==> src/rtl/sisc_ir_sequencer.sv <==
// Instruction-stream engine: writable program store played back onto IR, one word per HOLD-cycle slot.
// Optional SISC_SEQ_ICOUNT_EN adds a saturating completed-slot counter on port icount.
module sisc_ir_sequencer #(
  parameter int unsigned     IR_W    = 32,
  parameter int unsigned     ADDR_W  = 4,
  parameter int unsigned     HOLD    = 5,
  parameter int unsigned     OP_W    = 4,
  parameter logic [OP_W-1:0] HALT_OP = OP_W'('hF)
) (
  input  logic              CLK,
  input  logic              RST,
  input  logic              wr_en,
  input  logic [ADDR_W-1:0] wr_addr,
  input  logic [IR_W-1:0]   wr_data,
  input  logic              start,
  input  logic              pause,
  output logic [IR_W-1:0]   IR,
  output logic              ir_valid,
  output logic [ADDR_W-1:0] pc,
  output logic              busy,
  output logic              halted,
  output logic              overrun
`ifdef SISC_SEQ_ICOUNT_EN
  ,
  output logic [15:0]       icount
`endif
);

  localparam int unsigned       DEPTH     = 2 ** ADDR_W;
  localparam int unsigned       HOLD_W    = (HOLD > 1) ? $clog2(HOLD) : 1;
  localparam logic [HOLD_W-1:0] HOLD_LAST = HOLD_W'(HOLD - 1);
  localparam logic [ADDR_W-1:0] PC_LAST   = ADDR_W'(DEPTH - 1);

  typedef enum logic [1:0] {
    S_IDLE   = 2'd0,
    S_ISSUE  = 2'd1,
    S_HALTED = 2'd2
  } state_e;

  state_e              state_q, state_d;
  logic [IR_W-1:0]     ir_q, ir_d;
  logic [ADDR_W-1:0]   pc_q, pc_d;
  logic [HOLD_W-1:0]   hold_q, hold_d;
  logic                overrun_q, overrun_d;
  logic                ir_valid_q, ir_valid_d;
  logic                busy_q, busy_d;
  logic                halted_q, halted_d;
  logic [IR_W-1:0]     mem_q [DEPTH];
`ifdef SISC_SEQ_ICOUNT_EN
  logic [15:0]         icount_q, icount_d;
`endif

  // Program store: not reset; the fetch reads the pre-edge contents, so a same-edge write yields the old word.
  always_ff @(posedge CLK) begin
    if (wr_en) begin
      mem_q[wr_addr] <= wr_data;
    end
  end

  // Next-state and slot sequencing
  always_comb begin
    state_d   = state_q;
    ir_d      = ir_q;
    pc_d      = pc_q;
    hold_d    = hold_q;
    overrun_d = overrun_q;
`ifdef SISC_SEQ_ICOUNT_EN
    icount_d  = icount_q;
`endif
    case (state_q)
      S_IDLE, S_HALTED: begin
        if (start) begin
          state_d   = S_ISSUE;
          ir_d      = mem_q[ADDR_W'(0)];
          pc_d      = '0;
          hold_d    = '0;
          overrun_d = 1'b0;
`ifdef SISC_SEQ_ICOUNT_EN
          icount_d  = '0;
`endif
        end
      end
      S_ISSUE: begin
        if (!pause) begin
          if (hold_q < HOLD_LAST) begin
            hold_d = hold_q + HOLD_W'(1);
          end else begin
`ifdef SISC_SEQ_ICOUNT_EN
            if (icount_q != 16'hFFFF) begin
              icount_d = icount_q + 16'd1;
            end
`endif
            if (ir_q[IR_W-1 -: OP_W] == HALT_OP) begin
              state_d = S_HALTED;
            end else if (pc_q == PC_LAST) begin
              state_d   = S_HALTED;
              overrun_d = 1'b1;
            end else begin
              pc_d   = pc_q + ADDR_W'(1);
              ir_d   = mem_q[pc_q + ADDR_W'(1)];
              hold_d = '0;
            end
          end
        end
      end
      default: begin
        state_d = S_IDLE;
      end
    endcase
    ir_valid_d = (state_d != S_IDLE);
    busy_d     = (state_d == S_ISSUE);
    halted_d   = (state_d == S_HALTED);
  end

  always_ff @(posedge CLK) begin
    if (RST) begin
      state_q    <= S_IDLE;
      ir_q       <= '0;
      pc_q       <= '0;
      hold_q     <= '0;
      overrun_q  <= 1'b0;
      ir_valid_q <= 1'b0;
      busy_q     <= 1'b0;
      halted_q   <= 1'b0;
`ifdef SISC_SEQ_ICOUNT_EN
      icount_q   <= '0;
`endif
    end else begin
      state_q    <= state_d;
      ir_q       <= ir_d;
      pc_q       <= pc_d;
      hold_q     <= hold_d;
      overrun_q  <= overrun_d;
      ir_valid_q <= ir_valid_d;
      busy_q     <= busy_d;
      halted_q   <= halted_d;
`ifdef SISC_SEQ_ICOUNT_EN
      icount_q   <= icount_d;
`endif
    end
  end

  assign IR       = ir_q;
  assign ir_valid = ir_valid_q;
  assign pc       = pc_q;
  assign busy     = busy_q;
  assign halted   = halted_q;
  assign overrun  = overrun_q;
`ifdef SISC_SEQ_ICOUNT_EN
  assign icount   = icount_q;
`endif

endmodule
==> config.mk <==
export PLATFORM = sky130hd
export DESIGN_NAME = sisc_ir_sequencer
export DESIGN_NICKNAME = d
export VERILOG_FILES = /design/src/rtl/sisc_ir_sequencer.sv
export SDC_FILE = /design/constraint.sdc
export NUM_CORES = 1
export LEC_CHECK = 0
export CORE_UTILIZATION = 45
export CTS_CLUSTER_DIAMETER = 30
export DETAILED_ROUTE_END_ITERATION = 10
export DONT_BUFFER_PORTS = 1
export GPL_ROUTABILITY_DRIVEN = 0
export PLACE_DENSITY_LB_ADDON = 0.25
export SYNTH_ARGS = -nofsm -noshare
export SYNTH_HDL_FRONTEND = slang
export SYNTH_SLANG_ARGS = --single-unit
==> constraint.sdc <==
create_clock -name CLK -period 4.2 [get_ports CLK]
set_input_delay 0.42 -clock CLK [delete_from_list [all_inputs] [get_ports CLK]]
set_output_delay 0.42 -clock CLK [all_outputs]
set_load 0.005 [all_outputs]
==> results of run 1 <==
==> placed cells by master (no fill, tap or decap), drive strengths merged, types with 2 or more instances in the layout <==
master	count
nand3b	3
o221ai	32
nor3	8
o21a	28
nor2	24
o21ai	35
ha	2
a31oi	2
dlygate4sd3	34
clkinv	42
dfxtp	45
nand2b	5
mux2i	66
o22a	4
a21oi	5
inv	17
bufinv	13
clkinvlp	13
mux4	128
nand3	4
a211oi	6
clkbuf	106
edfxtp	512
buf	26
or3	2
nand2	6
==> area by class of cell <==
class	instances	area, sq um	area share
antenna	1	2.50	0.0000950
clock buffer	106	2590	0.0983
clock inverter	84	975	0.0370
inverter	1	3.75	0.000143
multi-input combinational	372	5140	0.195
sequential	557	16300	0.618
tap	615	769	0.0292
timing repair buffer	60	573	0.0218
==> registers in the layout, summed over array words and instances, names as in the netlist <==
register,cells
hold_q,3
mem_q,512
busy,1
halted,1
ir_valid,1
state_q,2
overrun,1
pc,4
IR,32
==> power groups by stage <==
| stage | Combinational (mW) | Sequential (mW) | Clock (mW) |
|---|---|---|---|
| 6_report | 0.388 | 6.27 | 8.22 |
| 5_1_grt | 0.421 | 6.28 | 8.61 |
| 4_1_cts | 0.393 | 6.27 | 8.35 |
| 3_5_place_dp | 0.304 | 6.38 | 0 |
| 3_3_place_gp | 0.299 | 6.37 | 0 |
| 2_1_floorplan | 0.211 | 6.35 | 0 |
==> cell families (layout without fill, tap and decap cells) <==
group / after synthesis / count (layout) / share of synthesized area
and+or+nand+nor: 60 / 60 / 0.0150
buffers and inverters: 58 / 251 / 0.0195
adders and majority gates: 2 / 2 / 0.00115
other: 0 / 1 / 0
xor gates and xnor gates: 2 / 2 / 0.000809
DFF: 557 / 557 / 0.751
muxes: 194 / 194 / 0.176
AOI/OAI and AO/OA: 114 / 114 / 0.0368
==> worst max-delay path: stages (launching register included) <==
cell and delay [ns]:
dfxtp_1 0.57, nand2b_1 0.28, or3_2 0.96, o221ai_1 0.41, o21a_1 0.16
==> timing repair <==
action / in CTS / in global routing
endpoints found under the setup margin: 0 / 0
endpoints found under the hold margin: 525 / 0
hold buffers: 34 / 0
==> worst paths after layout <==
check                                 from         to  slack, ns  depth (start not counted)
worst max-delay path            state_q[0]      IR[1]       1.72                          4
worst min-delay path                 pause       busy        0.1                          2
worst max register to register  state_q[0]      IR[1]       1.72                          4
worst min register to register   hold_q[1]  hold_q[1]       0.49                          2
==> routing by layer <==
metal / vias up / GRT usage
met4: 6 / 0.0627
met3: 74 / 0.0530
li1: 4515 / -
met5: - / 0
met1: 5434 / 0.265
met2: 345 / 0.317
==> reports/qor.yml, run 1 <==
job:
  max-cap-violations: 0
floorplanning:
  fp.dieW_um: 221
  start_util: 0.455
  dieArea_sq_um: 49000
  pin_count: 81
  rows: 80
  core_sq_um: 47600
  die_y_um: 221
synth:
  synth_area_leaders: "edfxtp_1 71%, mux4_1 8.4%, mux4_2 6.1%, dfxtp_1 4.2%, mux2i_1 3.0%"
  synth_ff_type: "edfxtp_1"
  synth_seq_cells: 557
  netlist.area_leader.share: 0.710
  synth_common_cells: "512 x edfxtp_1, 69 x mux4_1, 66 x mux2i_1"
  ys_types: 42
  synth_edf_count: 512
  synth_cells: 987
  synth.cell_area_sq_um: 21700
  yosysMostFrequentCell: "edfxtp_1"
  avgSynthCellArea_sq_um: 22.0
  ys_async_sr_fraction: 0
  yosys.area.top_type: "edfxtp_1"
  synth-seq-area-share: 0.751
  syn_nets: 1030
  ys.warnings.count: 0
placed_design:
  portBuffers: 0
  place_ws_ns: 1.73
  dp_hpwl_mm: 23.2
  placed_cell_area_sq_um: 22400
  place_inst: 1571
sta:
  worstMarginPinSlew_ns: 1.16
  fin_skew_ns: 0.0176
  fin_crit_ns: 2.48
  relSlewSlack: 0.224
  setup_tns_ns: 0
  setup_violations: 0
  layout_setup_ws_ns: 1.72
  min_period_over_period: 0.591
  timing.final.hold_violations: 0
  fmax_mhz: 403
  holdWs_ns: 0.0996
  rsz0062_at_grt: "false"
  drv_slew: 0
clocking:
  ctsResizeCount: 0
  cts_htree_levels: 3
  cts_buffers: 102
  clkTransAtPathRegs_ns: 0.05
  clock_latency_ns: 0.62
  numClockSinks: 557
  clockBufferDepth: 3
  root_buffer: "clkbuf_16"
  cts_tree: "built"
  postCtsSetupBuffers: 0
grt:
  overflow: 0
  grt_max_degree: 93
  grt_pass1_vias: 11037
  grt_first_pass_wirelength_mm: 70.4
  track_usage: 0.198
  antenna_found_initial: 4
detailed_routing:
  highest_layer: "met5"
  route.detailed.drc: 0
  drtPass1Iterations: 5
  drt-total-wl_mm: 47.3
  wl_met3_mm: 3.57
  wl_per_cell_um: 26.4
  wirelength_met1_mm: 20.3
  ant_nets: 0
  vias_per_cell: 5.78
  dr_wl_met2_mm: 22.7
  drt-initial-drc-count: 676
  vias: 10374
cells_and_area:
  syn_to_final_growth_pct: 21.5
  fillers: 3518
  utilization: 0.553
  stdcell_count: 1796
  drive_above_1_share: 0.247
  nets: 1137
  fin_area_sq_um: 26300
critical_path:
  worstSetupPathType: "reg2reg"
  critPathCaptureType: "flop"
  worstPathRequired_ns: 4.76
  critPathArrivalTime_ns: 3.04
  cp_max_fo: 32
  start_kind: "flop"
power_and_ir_drop:
  combPwrFrac: 0.026
  power.leakage_nw: 8.84
  power_mw: 14.9
  p_sw_frac: 0.213
  power.density_nw_per_um2: 565
  p_sw_mw: 3.17
  power.internal_mw: 11.7
  p_seq_frac: 0.421
  peakVddDrop_mv: 0.350
  clockPowerShare: 0.553
min_path:
  min_path_type: "in2reg"
run_status:
  status: "complete, no violations"
Note: power is estimated with default switching activity, not from simulation.
==> run 2: changes to the inputs <==
==> constraint.sdc (replaced) <==
create_clock -name CLK -period 2.3 [get_ports CLK]
set_input_delay 0.23 -clock CLK [delete_from_list [all_inputs] [get_ports CLK]]
set_output_delay 0.23 -clock CLK [all_outputs]
set_load 0.005 [all_outputs]
==> reports/qor.yml, run 2 (same netlist as run 1, synthesis figures left out) <==
min_path:
  min_path_type: "in2reg"
  hp-start: "wr_addr[1]"
grt:
  track_usage: 0.200  # +0.00289
  antenna_found_initial: 3  # -1
  overflow: 0  # unchanged
  grt_pass1_vias: 11209  # +1.6%
  grt_first_pass_wirelength_mm: 71.6  # +1.8%
  grt_max_degree: 40  # -57%
clocking:
  numClockSinks: 557  # unchanged
  cts_htree_levels: 3  # unchanged
  root_buffer: "clkbuf_16"
  cts_tree: "built"
  clkTransAtPathRegs_ns: 0.05  # about the same
  postCtsSetupBuffers: 0  # unchanged
  clock_latency_ns: 0.63  # about the same
  clockBufferDepth: 3  # unchanged
  cts_buffers: 105  # +2.9%
power_and_ir_drop:
  clockPowerShare: 0.567  # +0.014
  power_mw: 28.2  # +89%
  power.internal_mw: 22.5  # +92%
  power.leakage_nw: 9.19  # +3.9%
  combPwrFrac: 0.027  # about the same
  p_seq_frac: 0.406  # -0.015
  p_sw_frac: 0.203  # -0.0106
  peakVddDrop_mv: 0.593  # +69%
  power.density_nw_per_um2: 1040  # +84%
  p_sw_mw: 5.71  # +80%
critical_path:
  slowest_delay_ns: 0.60  # -0.36 ns
  cp_slowest_cell: "mux4_1"
  start_kind: "flop"
  cp_max_fo: 39  # +22%
  cp-startpoint: "pc[0]"
  crit_chain: "buf_12 -> buf_4 -> mux4_1 -> mux2i_1 -> o221ai_1 -> o21a_1"
  critPathBufInv: 2  # +2
  critPathCaptureType: "flop"
  critPathArrivalTime_ns: 2.67  # -0.37 ns
  timing.rr.start: "pc[0]"
  worstSetupPathType: "reg2reg"
  worstPathRequired_ns: 2.80  # -1.96 ns
  cpLargestDelayFamily: "multiplexers"
sta:
  worstMarginPinSlew_ns: 0.598  # -0.562 ns
  rsz0062_at_grt: "false"
  fmax_mhz: 461  # +14%
  relSlewSlack: 0.598  # +0.375
  min_period_over_period: 0.942  # +0.352
  fin_crit_ns: 2.17  # -0.314 ns
  fin_skew_ns: 0.0182  # +0.000618 ns
  holdWs_ns: 0.0219  # -0.0777 ns
  drv_slew: 0  # unchanged
  timing.final.hold_violations: 0  # unchanged
  setup_violations: 0  # unchanged
  setup_tns_ns: 0  # unchanged
detailed_routing:
  drt-total-wl_mm: 47.7  # +0.70%
  vias: 10599  # +2.2%
  ant_nets: 0  # unchanged
  drt-initial-drc-count: 823  # +22%
  drtPass1Iterations: 5  # unchanged
  wl_per_cell_um: 25.9  # -1.8%
  route.detailed.drc: 0  # unchanged
  vias_per_cell: 5.76  # -0.33%
floorplanning:
  die_y_um: 221  # unchanged
  rows: 80  # unchanged
  fp.dieW_um: 221  # unchanged
  pin_count: 81  # unchanged
  start_util: 0.455  # unchanged
  core_sq_um: 47600  # unchanged
  dieArea_sq_um: 49000  # unchanged
cells_and_area:
  top_register: "mem_q"
  fillers: 3461  # -1.6%
  regArea_sq_um: 16300  # unchanged
  nets: 1175  # +3.3%
  drive_above_1_share: 0.260  # +0.0132
  multi_input_area_sq_um: 5160  # +0.41%
  stdcell_count: 1841  # +2.5%
  utilization: 0.570  # +0.0176
  final_cell_mix: "512 x edfxtp_1, 107 x clkbuf_16, 69 x mux4_1"
  largest_register_ffs: 512  # unchanged
  syn_to_final_growth_pct: 25.4
  final_common_cell: "edfxtp_1"
run_status:
  status: "complete, no violations"
placed_design:
  portBuffers: 0  # unchanged
  place_inst: 1602  # +2.0%
  dp_hpwl_mm: 24.4  # +5.3%
job:
  max-cap-violations: 0  # unchanged
## run 2: power by group through the flow
stage / clock network (mW) / logic (mW) / registers, mW
after floorplan: 0 / 0.387 / 11.6
final: 16.0 / 0.766 / 11.5
after detailed placement: 0 / 0.604 / 11.7
after CTS: 16.2 / 0.774 / 11.5
after global placement: 0 / 0.598 / 11.6
after global routing: 16.7 / 0.827 / 11.5
## run 2: worst paths after layout
path             endpoint  slack [ns]  depth (start not counted)
max                IR[25]        0.13                          6
min          mem_q[12][3]        0.02                          2
max reg2reg        IR[25]        0.13                          6
min reg2reg     hold_q[1]        0.47                          2
## run 2: area by class of cell
type,instances,share of cell area
Clock inverter,78,0.0374
Antenna cell,2,0.000184
Tap cell,615,0.0283
Timing Repair Buffer,95,0.0436
Sequential cell,557,0.599
Multi-Input combinational cell,372,0.190
Inverter,1,0.000138
Clock buffer,121,0.101
## run 2: timing repair
item | 4_1_cts | 5_1_grt
gates resized for setup | 0 | 0
hold buffers | 38 | 0
endpoints found under the hold margin | 541 | 0
## run 2: layer usage
layer | GRT usage | vias to the layer above | part of all wire
met5 | 0 | - | 0.00027
met4 | 0.0706 | 2 | 0.020
met3 | 0.0502 | 71 | 0.069
met2 | 0.304 | 334 | 0.47
met1 | 0.284 | 5583 | 0.44
li1 | - | 4609 | -
## run 2: through the flow
| stage | setup WS [ns] | cell area [sq um] |
|---|---|---|
| floorplan | -0.267 | 21700 |
| global placement | 0.192 | 23000 |
| detailed placement | 0.154 | 23000 |
| CTS | 0.0897 | 27200 |
| global route | 0.0198 | 27200 |
| finish | 0.133 | 27200 |
==> run 3: changes to the inputs <==
--- a/config.mk
+++ b/config.mk
@@ -5,11 +5,14 @@
 export SDC_FILE = /design/constraint.sdc
 export NUM_CORES = 1
 export LEC_CHECK = 0
+export CELL_PAD_IN_SITES_DETAIL_PLACEMENT = 1
+export CELL_PAD_IN_SITES_GLOBAL_PLACEMENT = 1
 export CORE_UTILIZATION = 45
 export CTS_CLUSTER_DIAMETER = 30
 export DETAILED_ROUTE_END_ITERATION = 10
 export DONT_BUFFER_PORTS = 1
 export GPL_ROUTABILITY_DRIVEN = 0
+export MAX_ROUTING_LAYER = met4
 export PLACE_DENSITY_LB_ADDON = 0.25
 export SYNTH_ARGS = -nofsm -noshare
 export SYNTH_HDL_FRONTEND = slang
==> reports/qor.yml, run 3 (same netlist as run 1, synthesis figures left out) <==
run_status:
  status: "complete, no violations"
floorplanning:
  die_y_um: 221  # unchanged
  pin_count: 81  # unchanged
  start_util: 0.455  # unchanged
  dieArea_sq_um: 49000  # unchanged
  fp.dieW_um: 221  # unchanged
  rows: 80  # unchanged
  core_sq_um: 47600  # unchanged
power_and_ir_drop:
  power.leakage_nw: 9.28  # +1.1%
  peakVddDrop_mv: 0.560  # -5.5%
  power.internal_mw: 23.8  # +5.9%
  combPwrFrac: 0.027  # about the same
  p_seq_frac: 0.385  # -0.021
  p_sw_mw: 5.92  # +3.6%
  power.density_nw_per_um2: 1080  # +4.5%
  p_sw_frac: 0.199  # -0.00362
  clockPowerShare: 0.588  # +0.021
critical_path:
  worstSetupPathType: "reg2reg"
  worstPathRequired_ns: 2.87  # +0.07 ns
  cp_max_fo: 12  # -69%
  critPathArrivalTime_ns: 2.78  # +0.11 ns
  critPathCaptureType: "flop"
  timing.rr.start: "pc[0]"
  cp-startpoint: "pc[0]"
  crit_chain: "ha_4 -> xnor2_1 -> or3_2 -> buf_4 -> o221ai_1 -> o21a_1"
  start_kind: "flop"
  slowest_delay_ns: 0.68  # +0.08 ns
  r2r_slack_ns: 0.08  # -0.05 ns
  cp_slowest_cell: "or3_2"
  cpLargestDelayFamily: "simple AND/OR/NAND/NOR gates"
  critPathBufInv: 1  # -1
clocking:
  root_buffer: "clkbuf_16"
  numClockSinks: 557  # unchanged
  clockBufferDepth: 3  # unchanged
  cts_htree_levels: 3  # unchanged
  clock_latency_ns: 0.64  # about the same
  cts_buffers: 110  # +4.8%
  clkTransAtPathRegs_ns: 0.05  # about the same
  cts_tree: "built"
cells_and_area:
  syn_to_final_growth_pct: 26.6
  final_common_cell: "edfxtp_1"
  utilization: 0.575  # +0.00517
  final_cell_mix: "512 x edfxtp_1, 113 x clkbuf_16, 69 x mux4_1"
  top_register: "mem_q"
  largest_register_ffs: 512  # unchanged
  drive_above_1_share: 0.258  # -0.00163
  nets: 1169  # -0.51%
grt:
  overflow: 0  # unchanged
  track_usage: 0.232  # +0.0313
  grt_pass1_vias: 11824  # +5.5%
  grt_max_degree: 42  # +5.0%
  grt_first_pass_wirelength_mm: 79.6  # +11%
  antenna_found_initial: 2  # -1
placed_design:
  dp_hpwl_mm: 26.9  # +9.9%
  portBuffers: 0  # unchanged
  place_ws_ns: 0.0776  # -0.0761 ns
sta:
  fin_crit_ns: 2.22  # +0.0481 ns
  drv_slew: 0  # unchanged
  layout_setup_ws_ns: 0.0845  # -0.0481 ns
  fmax_mhz: 451  # -2.2%
  min_period_over_period: 0.963  # +0.0209
  relSlewSlack: 0.589  # -0.00939
  timing.final.hold_violations: 0  # unchanged
  rsz0062_at_grt: "false"
  worstMarginPinSlew_ns: 0.612  # +0.0140 ns
  fin_skew_ns: 0.0303  # +0.0121 ns
  setup_violations: 0  # unchanged
detailed_routing:
  route.detailed.drc: 0  # unchanged
  vias: 10783  # +1.7%
  vias_per_cell: 5.86  # +1.7%
  drt-total-wl_mm: 53.8  # +13%
  drtPass1Iterations: 5  # unchanged
  ant_nets: 0  # unchanged
  drt-initial-drc-count: 970  # +18%
  wl_per_cell_um: 29.2  # +13%
job:
  max-cap-violations: 0  # unchanged
min_path:
  min_path_type: "in2reg"
  hp-start: "wr_addr[1]"
[run 3: changes by cell type in the layout (fill, tap and decap cells not counted), sizes merged]
cell | previous run | this run
inv | 10 | 9
buf | 57 | 46
bufinv | 20 | 28
clkinvlp | 18 | 17
clkbuf | 121 | 131
clkinv | 31 | 26
[run 3: final timing paths]
check	to	depth (start not counted)
worst min-delay path	mem_q[0][26]	2
worst min register to register	hold_q[1]	2
worst max register to register	IR[12]	6
worst max-delay path	IR[12]	6
[run 3: timing repair]
item                       4_1_cts  5_1_grt
hold buffers                    38        0
hold endpoints to repair       536        0
setup buffers                    0        0
setup endpoints to repair        1        0
resized for setup                1        0
[run 3: area by class of cell]
type                    count  area (sq um)
diodes                      2          5.00
clock buffers             131          2930
clock inverters            79          1160
fillers                  3964         20200
inverters                   1          3.75
multi-input cells         372          5170
flip-flops and latches    557         16300
well taps                 615           769
repair buffers             84          1100
[run 3: per-stage QoR]
step                power, mW  hold WS, ns  area, sq um  std cells  TNS (ns)
floorplan                12.0        0.308        21700        987    -17.11
global placement         12.2        0.303        22900       1591         0
detailed placement       12.3        0.305        22900       1591         0
CTS                      30.0      0.00352        27400       1839         0
global route             30.4       0.0196        27400       1841         0
finish                   29.7       0.0254        27400       1841         0
[run 3: worst register-to-register path, cell delays in order (launching register included)]
cell and delay (ns):
dfxtp_4 0.37, ha_4 0.18, xnor2_1 0.15, or3_2 0.68
buf_4 0.32, o221ai_1 0.30, o21a_1 0.17
[run 3: routing by layer]
metal,part of all wire,wire length (um),vias to the layer above,track usage
met4,0.018,947,0,0.0771
met1,0.42,22800,5763,0.302
met2,0.50,26800,358,0.368
li1,-,-,4583,-
met3,0.060,3250,79,0.0457
met5,0,0,-,-
[run 3: power groups by stage]
stage / Combinational, mW / Sequential [mW] / Clock (mW)
final: 0.798 / 11.5 / 17.5
after global routing: 0.855 / 11.5 / 18.1
after CTS: 0.806 / 11.5 / 17.7
after detailed placement: 0.628 / 11.6 / 0
after global placement: 0.615 / 11.6 / 0
after floorplan: 0.387 / 11.6 / 0
